[src/rtl/aes_byte_link.sv]
// Byte-serial front end for an AES cipher core: gathers a 16-byte key and
// plaintext, restarts the core, waits out its latency and streams the result.
//
// state     | meaning
// ----------+-------------------------------------------------------------
// IDLE      | reset state, leaves for LOAD_KEY on the first edge
// LOAD_KEY  | accepting key bytes 0..15 into core_key
// LOAD_TEXT | accepting plaintext bytes 0..15 into core_text
// START     | one-cycle core_reset pulse, wait counter cleared
// WAIT      | counting core latency, captures core_result at Nr+1
// SEND      | streaming result bytes 0..15 with valid/ready handshake
module aes_byte_link #(
   parameter int Nk = 4,
   parameter int Nr = Nk + 6
) (
   input  logic         clk,
   input  logic         reset,
   input  logic [7:0]   in_data,
   input  logic         in_valid,
   output logic         in_ready,
   input  logic         key_hold,
   output logic         core_reset,
   output logic [0:127] core_key,
   output logic [0:127] core_text,
   input  logic [0:127] core_result,
   output logic [7:0]   out_data,
   output logic         out_valid,
   input  logic         out_ready,
   output logic         out_last,
   output logic         busy
);

   // Wide enough for Nr+1 at the largest key size (Nk=8 -> 15).
   localparam int WAIT_W = $clog2(Nr + 2);
   localparam logic [WAIT_W-1:0] WAIT_LAST = WAIT_W'(Nr + 1);

   typedef enum logic [2:0] {
      IDLE,
      LOAD_KEY,
      LOAD_TEXT,
      START,
      WAIT,
      SEND
   } state_t;

   state_t              state;
   logic [3:0]          idx;
   logic [3:0]          odx;
   logic [3:0]          odx_nxt;
   logic [WAIT_W-1:0]   wait_cnt;
   logic [WAIT_W-1:0]   wait_nxt;
   logic [0:127]        result_q;
   logic                in_take;
   logic                out_take;

   always_comb begin
      in_take  = in_valid && in_ready;
      out_take = out_valid && out_ready;
      odx_nxt  = odx + 4'd1;
      wait_nxt = wait_cnt + 1'b1;
   end

   always_ff @(posedge clk or negedge reset) begin
      if (!reset) begin
         state      <= IDLE;
         idx        <= '0;
         odx        <= '0;
         wait_cnt   <= '0;
         in_ready   <= 1'b0;
         out_valid  <= 1'b0;
         out_last   <= 1'b0;
         out_data   <= '0;
         core_reset <= 1'b0;
         busy       <= 1'b0;
         core_key   <= '0;
         core_text  <= '0;
         result_q   <= '0;
      end else begin
         core_reset <= 1'b0;
         case (state)
            IDLE: begin
               state    <= LOAD_KEY;
               idx      <= '0;
               in_ready <= 1'b1;
            end
            LOAD_KEY: begin
               if (in_take) begin
                  core_key[{idx, 3'b000} +: 8] <= in_data;
                  idx <= idx + 4'd1;
                  if (idx == 4'd15) begin
                     state <= LOAD_TEXT;
                  end
               end
            end
            LOAD_TEXT: begin
               if (in_take) begin
                  core_text[{idx, 3'b000} +: 8] <= in_data;
                  idx <= idx + 4'd1;
                  if (idx == 4'd15) begin
                     state      <= START;
                     in_ready   <= 1'b0;
                     busy       <= 1'b1;
                     core_reset <= 1'b1;
                  end
               end
            end
            START: begin
               state    <= WAIT;
               wait_cnt <= '0;
            end
            WAIT: begin
               wait_cnt <= wait_nxt;
               if (wait_nxt == WAIT_LAST) begin
                  state     <= SEND;
                  result_q  <= core_result;
                  odx       <= '0;
                  out_valid <= 1'b1;
                  out_last  <= 1'b0;
                  out_data  <= core_result[0 +: 8];
               end
            end
            SEND: begin
               if (out_take) begin
                  if (odx == 4'd15) begin
                     // key_hold only matters on the final handshake
                     state     <= key_hold ? LOAD_TEXT : LOAD_KEY;
                     odx       <= '0;
                     out_valid <= 1'b0;
                     out_last  <= 1'b0;
                     busy      <= 1'b0;
                     in_ready  <= 1'b1;
                  end else begin
                     odx      <= odx_nxt;
                     out_data <= result_q[{odx_nxt, 3'b000} +: 8];
                     out_last <= (odx_nxt == 4'd15);
                  end
               end
            end
            default: begin
               state <= IDLE;
            end
         endcase
      end
   end

endmodule

[config.mk]
export PLATFORM = sky130hd
export DESIGN_NAME = aes_byte_link
export DESIGN_NICKNAME = d
export VERILOG_FILES = /design/src/rtl/aes_byte_link.sv
export SDC_FILE = /design/constraint.sdc
export NUM_CORES = 1
export LEC_CHECK = 0
export ABC_AREA = 1
export CAP_MARGIN = 30
export CELL_PAD_IN_SITES_DETAIL_PLACEMENT = 1
export CELL_PAD_IN_SITES_GLOBAL_PLACEMENT = 2
export CORE_UTILIZATION = 30
export CTS_CLUSTER_DIAMETER = 100
export DETAILED_ROUTE_END_ITERATION = 16
export PLACE_DENSITY = 0.9
export REMOVE_ABC_BUFFERS = 1
export SYNTH_ARGS = -nofsm -noshare
export SYNTH_HDL_FRONTEND = slang
export SYNTH_SLANG_ARGS = --single-unit
[constraint.sdc]
create_clock -name clk -period 2.9 [get_ports clk]
set_input_delay 0.29 -clock clk [delete_from_list [all_inputs] [get_ports clk]]
set_output_delay 0.29 -clock clk [all_outputs]
set_load 0.05 [all_outputs]
## Word level (Yosys, flattened, before mapping)

Index checks and enable logic that the tools add are counted.
W data, S select, Z words.

| storage, ports and cells | value |
|---|---|
| memories kept | 0 |
| input bits | 141 |
| logic and storage cells | 100 |
| memory bits (read-only) | 0 |
| output and inout port bits | 269 |
| memory bits (writable) | 0 |
| register bits | 412 |
| bits in latches | 0 |

| operators by class | value |
|---|---|
| shifts and indexed selects | 3 |
| divide/modulo/power cells | 0 |
| magnitude comparators | 0 |
| reductions and logical operators | 19 |
| add/subtract/negate cells | 4 |
| mux-type cells | 41 |
| multiply operators | 0 |
| bitwise operators | 2 |
| equality and inequality tests | 18 |

Operator list:

| kind | number |
|---|---|
| $bwmux W128 | 2 |
| $shift A129 B9 Y128 const A | 1 |
| $shiftx A128 B8 Y129 | 1 |
| $shiftx A129 B9 Y128 | 1 |
| $mux W8 | 3 |
| $pmux W4 S2 | 3 |
| $mux W3 | 7 |
| $pmux W3 S6 | 1 |
| $eq A4 B4 Y1 const B | 4 |
| $mux W4 | 4 |
| $ne A2 B2 Y1 const B | 8 |
| $not A7 Y8 | 2 |
| $pmux W8 S2 | 1 |
| $mux W1 | 15 |
| $add A4 B1 Y4 const B | 3 |
| $reduce_and A5 Y1 | 2 |
| $neg A8 Y9 | 1 |
| $reduce_and A2 Y1 | 4 |
| $reduce_and A4 Y1 | 2 |
| $reduce_bool A2 Y1 | 4 |
| $reduce_and A7 Y1 | 1 |
| $eq A3 B2 Y1 const B | 2 |
| $eq A3 B3 Y1 const B | 2 |
| $pmux W1 S2 | 3 |
| 9 further kinds | 10 |

## Longest topological paths before layout

Gate-level depths: netlist of the first run.

| depth | value |
|---|---|
| depth after elaboration | 6 |
| mapped depth | 12 |
| gate-level depth less buffers | 11 |

## Worst setup path after synthesis of the first run

Ideal clock, no wire load.

| timing path | value |
|---|---|
| kind | reg2reg |
| start point | register idx[1] |
| end point | register core_key[41] in the netlist's numbering |
| data required time | 2780 ps |
| period minus slack after synthesis | 2044 ps |
| cell stages (with the launch flop) | 10 |
| setup time | 120 ps |
| path buffers | 2 |
| path slack | 856 ps |
| data arrival time | 1924 ps |
| cells stage by stage | dfrtp_1 clkinv_1 clkbuf_1 ha_1 inv_1 nor3_1 nand2_1 buf_4 nand2_1 o21ai_2 |

| on the way | value |
|---|---|
| word-level cells in the longest chain between the ends | 4 |
| elaborated cells on any way between the ends | 5 |
| those cells by class | add/sub (1); shift (2); mux (1); bitwise (1) |

Ends and longest elaborated chain:

| item | RTL line | text |
|---|---|---|
| start: declaration | 47 | `logic [3:0] idx;` |
| start signal: assignment | 89 | `idx <= idx + 4'd1;` |
| start signal: assignment | 98 | `idx <= idx + 4'd1;` |
| $not A7 Y8 (implied by the code) * | 88 | `core_key[{idx, 3'b000} +: 8] <= in_data;` |
| $neg A8 Y9 * | 88 |  |
| $shiftx A129 B9 Y128 / $shift A129 B9 Y128 (equally long branches) | 88 |  |
| $bwmux W128 * | 88 |  |
| end signal: indexed assignment | 88 |  |
| end: declaration | 23 | `output logic [0:127] core_key,` |

Every way passes the cells marked *; elsewhere a longest branch is shown, timed or not.
A chain may end at the register's enable or synchronous reset.

## Final worst setup path of the first run

| timing path | value |
|---|---|
| start point | register idx[1] |
| end point | register core_key[42] in the netlist's numbering |

Same word-level chain as after synthesis.

==> reports/results.txt, run 1 <==
outcome - finished, final reports clean
die height - 244 um
Port Buffers - 409
Synth cell types - 32
r2r worst-path depth - 8
Hold WC Path Type - input port to async pin
core area - 0.0578 mm2
CP arrival - 2760 ps
crit path buf inv count - 3
CP delay by family, top - simple AND/OR/NAND/NOR gates
Pleak - 11.1 nW
IO Count - 410
max_cap viols - 0
critical path required time - 3330 ps
initial core utilization - 30.5%
Setup CP Type - register to register
Cell Rows - 88
Rel. slew slack - 44.9%
die area - 0.0597 mm2
DRT Pass-1 Iters - 7
Worst R2R Setup Slack - 580 ps
startpoint types - register
post-synthesis register bit count - 412
DPL Wire Length - 44.4 mm
Slew Viols, Final - 0
Setup Buffers After CTS - 0
clock root buffer - clkbuf_16
Post-Route WL - 61.1 mm
Worst path max stage delay - 510 ps
initial antenna violation count - 3
pin count of the biggest net entering global routing - 116
most frequent CP cell - nand2_1
CP max-delay cell - nand2_1
Worst Skew - 21.2 ps
minimum clock period - 2320 ps
vias per cell - 4.80
Detail Route Antenna Nets - 0
Post-Synthesis Cells - 2037
Worst setup endpoint - core_key[42]
maximum root-to-sink buffer count - 3
fraction of layout cells with a size suffix above 1 - 5.70%
Peak Freq - 431 MHz
Layout area overhead - 35.6%
Total GRT Usage - 20.6%
DRC errors left - 0
gpl congestion - 0.838
Avg Synthesized Cell Area - 8.64 um2
R2R Path End - core_key[42]
R2R Path Start - idx[1]
total grt overflow - 0
Setup crit end kind - register
CP cell instances - clkinv_1 > buf_4 > ha_1 > inv_1 > nor3_1 > nand2_1 > nand2_1 > o21ai_2
Die W - 244 um
maximum VDD drop - 409 uV
CTS Buf Count - 46
nets - 2575
clock latency on the worst-skew pair - 590 ps
Cell Pwr Density - 755 mW/mm2
Synth Warn # - 0
WL/cell - 19.0 um
post-placement cell count - 3139
vias in the first global route - 16600
Critical Path Stages - 8
non-filler cells, final - 3222
crit path launch - idx[1]
CTS tree - yes
Reg clk slew, reported paths - 60 ps
worst hold margin - 258 ps
RSZ-0062 raised after global routing - no
worst slew pin tran - 822 ps
H-tree depth - 2
period utilization - 80.1%
1st-iter DRT viols - 893
vias - 15500
Crit Path Max Fanout - 19
setup violators final - 0
sequential area share after synthesis - 58.6%
Post-Syn Area - 0.0176 mm2
TritonCTS Sinks - 412
Fin. Hold Viols - 0
first-pass GRT wire length - 96.1 mm
-- where the power goes --
group | internal (mW) | switching [mW]
Combinational | 1.65 | 4.02
Clock | 3.24 | 2.46
Sequential | 6.28 | 0.382
Total | 11.2 | 6.86
-- layer usage --
layer,global-route usage [%],wire (um),vias to the layer above
li1,-,-,7247
met3,4.08,3290,114
met5,0,25,-
met2,34.4,29200,407
met4,8.11,2390,4
met1,26.1,26200,7685
-- placed cells by master, fill, tap and decap left out, types with 2 or more instances in the layout --
cell type        count
clkbuf_8             8
nor2_4               2
buf_12               5
nand2_2              3
nor3_2               5
o21ai_1             39
inv_1              197
inv_16               2
clkinv_2             6
nand3_1            136
clkdlybuf4s50_1    408
o21ai_2              7
nor2_1             188
nand3_2              2
clkbuf_1            14
clkinv_1             2
dfrtp_1            411
nand2_4              9
nor3_1               8
buf_4               24
nand2_1            535
clkbuf_16           46
o21ai_0            265
nor2_2               2
xnor2_2              2
clkinvlp_4           2
ha_1                 9
nand4_1              2
a21oi_1             98
inv_2                7
-- sequential cells by signal, indices dropped and copies added, names as in the netlist, 3 cells and up --
register,count
out_data,8
state,3
wait_cnt,4
idx,4
core_key,128
core_text,128
odx,4
result_q,128
-- how the worst min path moves through the flow --
stage | from | endpoint | slack [ps] | depth (start not counted)
final | reset | result_q[125] | 260 | 2
after global routing | core_result[76] | result_q[76] | 260 | 3
after CTS | core_result[95] | result_q[95] | 230 | 3
after detailed placement | reset | result_q[70] | 310 | 1
after global placement | reset | result_q[70] | 310 | 1
after floorplan | reset | busy | -6 | 0
-- through the flow --
| stage | total power, mW | area, um2 | utilization (%) | setup TNS (ps) | setup WS [ps] |
|---|---|---|---|---|---|
| after floorplan | 10.1 | 17000 | - | -172080 | -2250 |
| after global placement | 12.3 | 22400 | 38.7 | 0 | 685 |
| after detailed placement | 12.4 | 22400 | 38.7 | 0 | 553 |
| after CTS | 18.2 | 23800 | 41.2 | 0 | 578 |
| after global routing | 18.9 | 23900 | 41.3 | 0 | 388 |
| final | 18.0 | 23900 | 41.3 | 0 | 578 |
-- layout make-up --
cell class / instances / area (um2)
Antenna cell: 1 / 2.50
Fill cell: 6754 / 33900
Multi-Input combinational cell: 1318 / 5960
Clock buffer: 68 / 1310
Sequential cell: 412 / 10300
Tap cell: 765 / 957
Inverter: 206 / 773
Timing Repair Buffer: 440 / 4420
Clock inverter: 12 / 131
-- what timing repair did --
item,4_1_cts,5_1_grt
endpoints found under the hold margin,60,0
resized for setup,0,0
hold buffers,1,0
-- kinds of logic after synthesis --
kind of cell,synth area share [%]
AOI/OAI and AO/OA,11.8
xor gates and xnor gates,0.284
adders and majority gates,0.711
buffers and inverters,7.69
DFF,58.6
and+or+nand+nor,20.9
-- cells in the mapped netlist --
master / count / area, um2
nand3_2: 3 / 30.0
nor3_2: 5 / 50.1
inv_1: 197 / 739
o21ai_1: 39 / 195
nor2_2: 2 / 12.5
dfrtp_1: 412 / 10300
a21oi_1: 98 / 490
nand2_1: 535 / 2010
o21ai_0: 265 / 1330
inv_2: 7 / 26.3
o22ai_1: 1 / 6.26
buf_12: 1 / 20.0
nand2_4: 9 / 101
clkinv_1: 2 / 7.51
xor2_2: 1 / 16.3
xor2_1: 1 / 8.76
nor3_1: 8 / 40.0
ha_1: 10 / 125
buf_2: 46 / 230
nand2_2: 3 / 18.8
buf_4: 4 / 30.0
nand4_1: 2 / 12.5
xnor2_1: 1 / 8.76
and3_1: 1 / 6.26
nor2_1: 188 / 706
clkbuf_1: 30 / 113
nor2_4: 2 / 22.5
o21ai_2: 7 / 61.3
buf_6: 15 / 169
buf_1: 5 / 18.8
xnor2_2: 1 / 16.3
nand3_1: 136 / 681
Note: power is estimated with default switching activity, not from simulation.
==> run 2, diff against run 1 <==
Settings changed: CORE_UTILIZATION 30 to 27, PLACE_DENSITY 0.9 to 0.86.
Clock period 2.9 ns to 2.1 ns, I/O delays scaled along.
==> run 2 against run 1 <==
Hold slack worse by 110 ps. Power increased by 44%. Cell count up 4.1%. Utilization is 3.2 points lower. Clock power grew 53%. Sequential cell count unchanged. Register-to-register slack got worse by 430 ps. Global-route usage shrank 1.5 points. Critical path depth fell by 7. Combinational power rose by 43%.
==> reports/results.txt, run 2 (synthesized netlist as in run 1, its figures left out) <==
most frequent cells in the layout - 534 x nand2_1, 410 x dfrtp_1, 391 x clkdlybuf4s50_1, 265 x o21ai_0, 197 x inv_1
Setup crit end kind - primary output
Cell Pwr Density - 1060 mW/mm2 (+40%)
Slew Viols, Final - 0 (unchanged)
DPL Wire Length - 46.4 mm (+4.7%)
Worst path max stage delay - 840 ps (+330 ps)
clock root buffer - clkbuf_16
Cell Rows - 93 (+5.7%)
fraction of layout cells with a size suffix above 1 - 7.85% (+2.1 points)
die area - 0.0662 mm2 (+11%)
startpoint types - register
Final Worst Setup Slack - 46.7 ps (-531 ps)
maximum root-to-sink buffer count - 3 (unchanged)
crit path buf inv count - 1 (-2)
Peak Freq - 487 MHz
biggest regs - core_key (128), core_text (128), result_q (128)
M2 GR Usage - 32.0% (-2.4 points)
Worst Skew - 50.5 ps (+29.3 ps)
setup violators final - 0 (unchanged)
Fin. Hold Viols - 0 (unchanged)
period utilization - 97.8%
WL/cell - 18.7 um (-1.6%)
IO Count - 410 (unchanged)
Placed Instance Area - 0.0229 mm2 (+2.2%)
Worst setup endpoint - out_data[6]
nets - 2616 (+1.6%)
vias per cell - 4.62 (-3.7%)
initial antenna violation count - 4 (+1)
pin count of the biggest net entering global routing - 89 (-23%)
gpl congestion - 0.846 (+0.95%)
R2R Path Start - wait_cnt[0]
CP arrival - 1840 ps (-920 ps)
maximum VDD drop - 560 uV (+37%)
met1 usage in global routing - 24.3% (-1.8 points)
Reg clk slew, reported paths - 60 ps (about the same)
initial core utilization - 27.3% (-3.1 points)
vias - 15500 (+0.26%)
Die W - 257 um (+5.4%)
post-placement cell count - 3269 (+4.1%)
worst slew pin tran - 695 ps (-127 ps)
Rel. slew slack - 53.7% (+8.7 points)
die height - 257 um (+5.4%)
minimum clock period - 2050 ps
Final Power - 26.0 mW (+44%)
H-tree depth - 2 (unchanged)
R2R Path End - result_q[19]
most common cell after layout, fill and taps aside - nand2_1
CP delay by family, top - buffers and inverters
CTS tree - yes
TritonCTS Sinks - 412 (unchanged)
grt met3 use - 3.69% (-0.39 points)
Pleak - 11.6 nW (+4.4%)
CP cell instances - clkdlybuf4s50_1
Filler cells - 7513 (+11%)
Critical Path Stages - 1 (-7)
total grt overflow - 0 (unchanged)
critical path required time - 1890 ps (-1440 ps)
Setup CP Type - register to primary output
Crit Path Max Fanout - 2 (-17)
1st-iter DRT viols - 966 (+8.2%)
clock latency on the worst-skew pair - 610 ps (+20 ps)
Setup Buffers After CTS - 0 (unchanged)
Layout area overhead - 39.5%
max_cap viols - 0 (unchanged)
GRT Max-Usage Layer - met2
post-route cell area - 0.0246 mm2 (+2.9%)
outcome - finished, final reports clean
non-filler cells, final - 3355 (+4.1%)
crit path launch - out_data[6]
vias in the first global route - 16900 (+1.8%)
Worst R2R Setup Slack - 150 ps (-430 ps)
DRT Pass-1 Iters - 5 (-2)
CP max-delay cell - clkdlybuf4s50_1
CTS Buf Count - 48 (+4.3%)
Hold WC Path Type - input port to async pin
RSZ-0062 raised after global routing - no
Port Buffers - 409 (unchanged)
Detail Route Antenna Nets - 0 (unchanged)
Post-Route WL - 62.6 mm (+2.4%)
DRC errors left - 0 (unchanged)
dpl ws - 3.95 ps (-549 ps)
r2r worst-path depth - 8 (unchanged)
first-pass GRT wire length - 99.2 mm (+3.2%)
worst hold margin - 153 ps (-105 ps)
core area - 0.0645 mm2 (+12%)
Total GRT Usage - 19.0% (-1.5 points)
## run 2: worst min path at each step
stage,startpoint,to,depth (start not counted)
floorplan,reset,busy,0
global placement,reset,result_q[35],1
detailed placement,reset,result_q[74],1
CTS,core_result[76],result_q[76],3
global route,core_result[76],result_q[76],3
finish,reset,result_q[35],2
## run 2: power breakdown
group / internal [mW] / switching, mW / leakage, nW / total, mW
sequential: 8.67 / 0.490 / 5.30 / 9.16
combinational: 2.49 / 5.60 / 5.47 / 8.09
clock: 5.27 / 3.46 / 0.804 / 8.73
total: 16.4 / 9.55 / 11.6 / 26.0
## run 2: cell type report
| type | instances | area [um2] | area share (%) |
|---|---|---|---|
| clock buffers | 67 | 1360 | 5.55 |
| multi-input cells | 1318 | 5980 | 24.4 |
| repair buffers | 479 | 4780 | 19.5 |
| flip-flops and latches | 412 | 10300 | 42.0 |
| well taps | 855 | 1070 | 4.35 |
| inverters | 206 | 773 | 3.15 |
| diodes | 3 | 7.51 | 0.0306 |
| clock inverters | 15 | 275 | 1.12 |
## run 2: through the flow
| step | utilization (%) | setup TNS [ps] |
|---|---|---|
| after global placement | 35.5 | 0 |
| after detailed placement | 35.5 | 0 |
| after CTS | 38.0 | 0 |
| final | 38.1 | 0 |
| after global routing | 38.1 | 0 |
| after floorplan | - | -292950 |
## run 2: timing repair
action,CTS,global route
endpoints found under the hold margin,44,0
setup endpoints to repair,6,73
resized for setup,6,14
hold buffers,1,0
## run 2: worst register-to-register path, cell delays in order, from the launching register on
cell and delay, ps:
dfrtp_2 450, ha_1 240, nand2_1 80, nand2_1 80, nor2_2 170, nand3_4 200
buf_12 250, nor2_2 290, a21oi_1 70
## run 2: routing by layer
layer  routed length, um  vias up
met3                3080      110
li1                    -     7328
met5                   0        -
met2               30200      400
met4                2190        0
met1               27100     7659
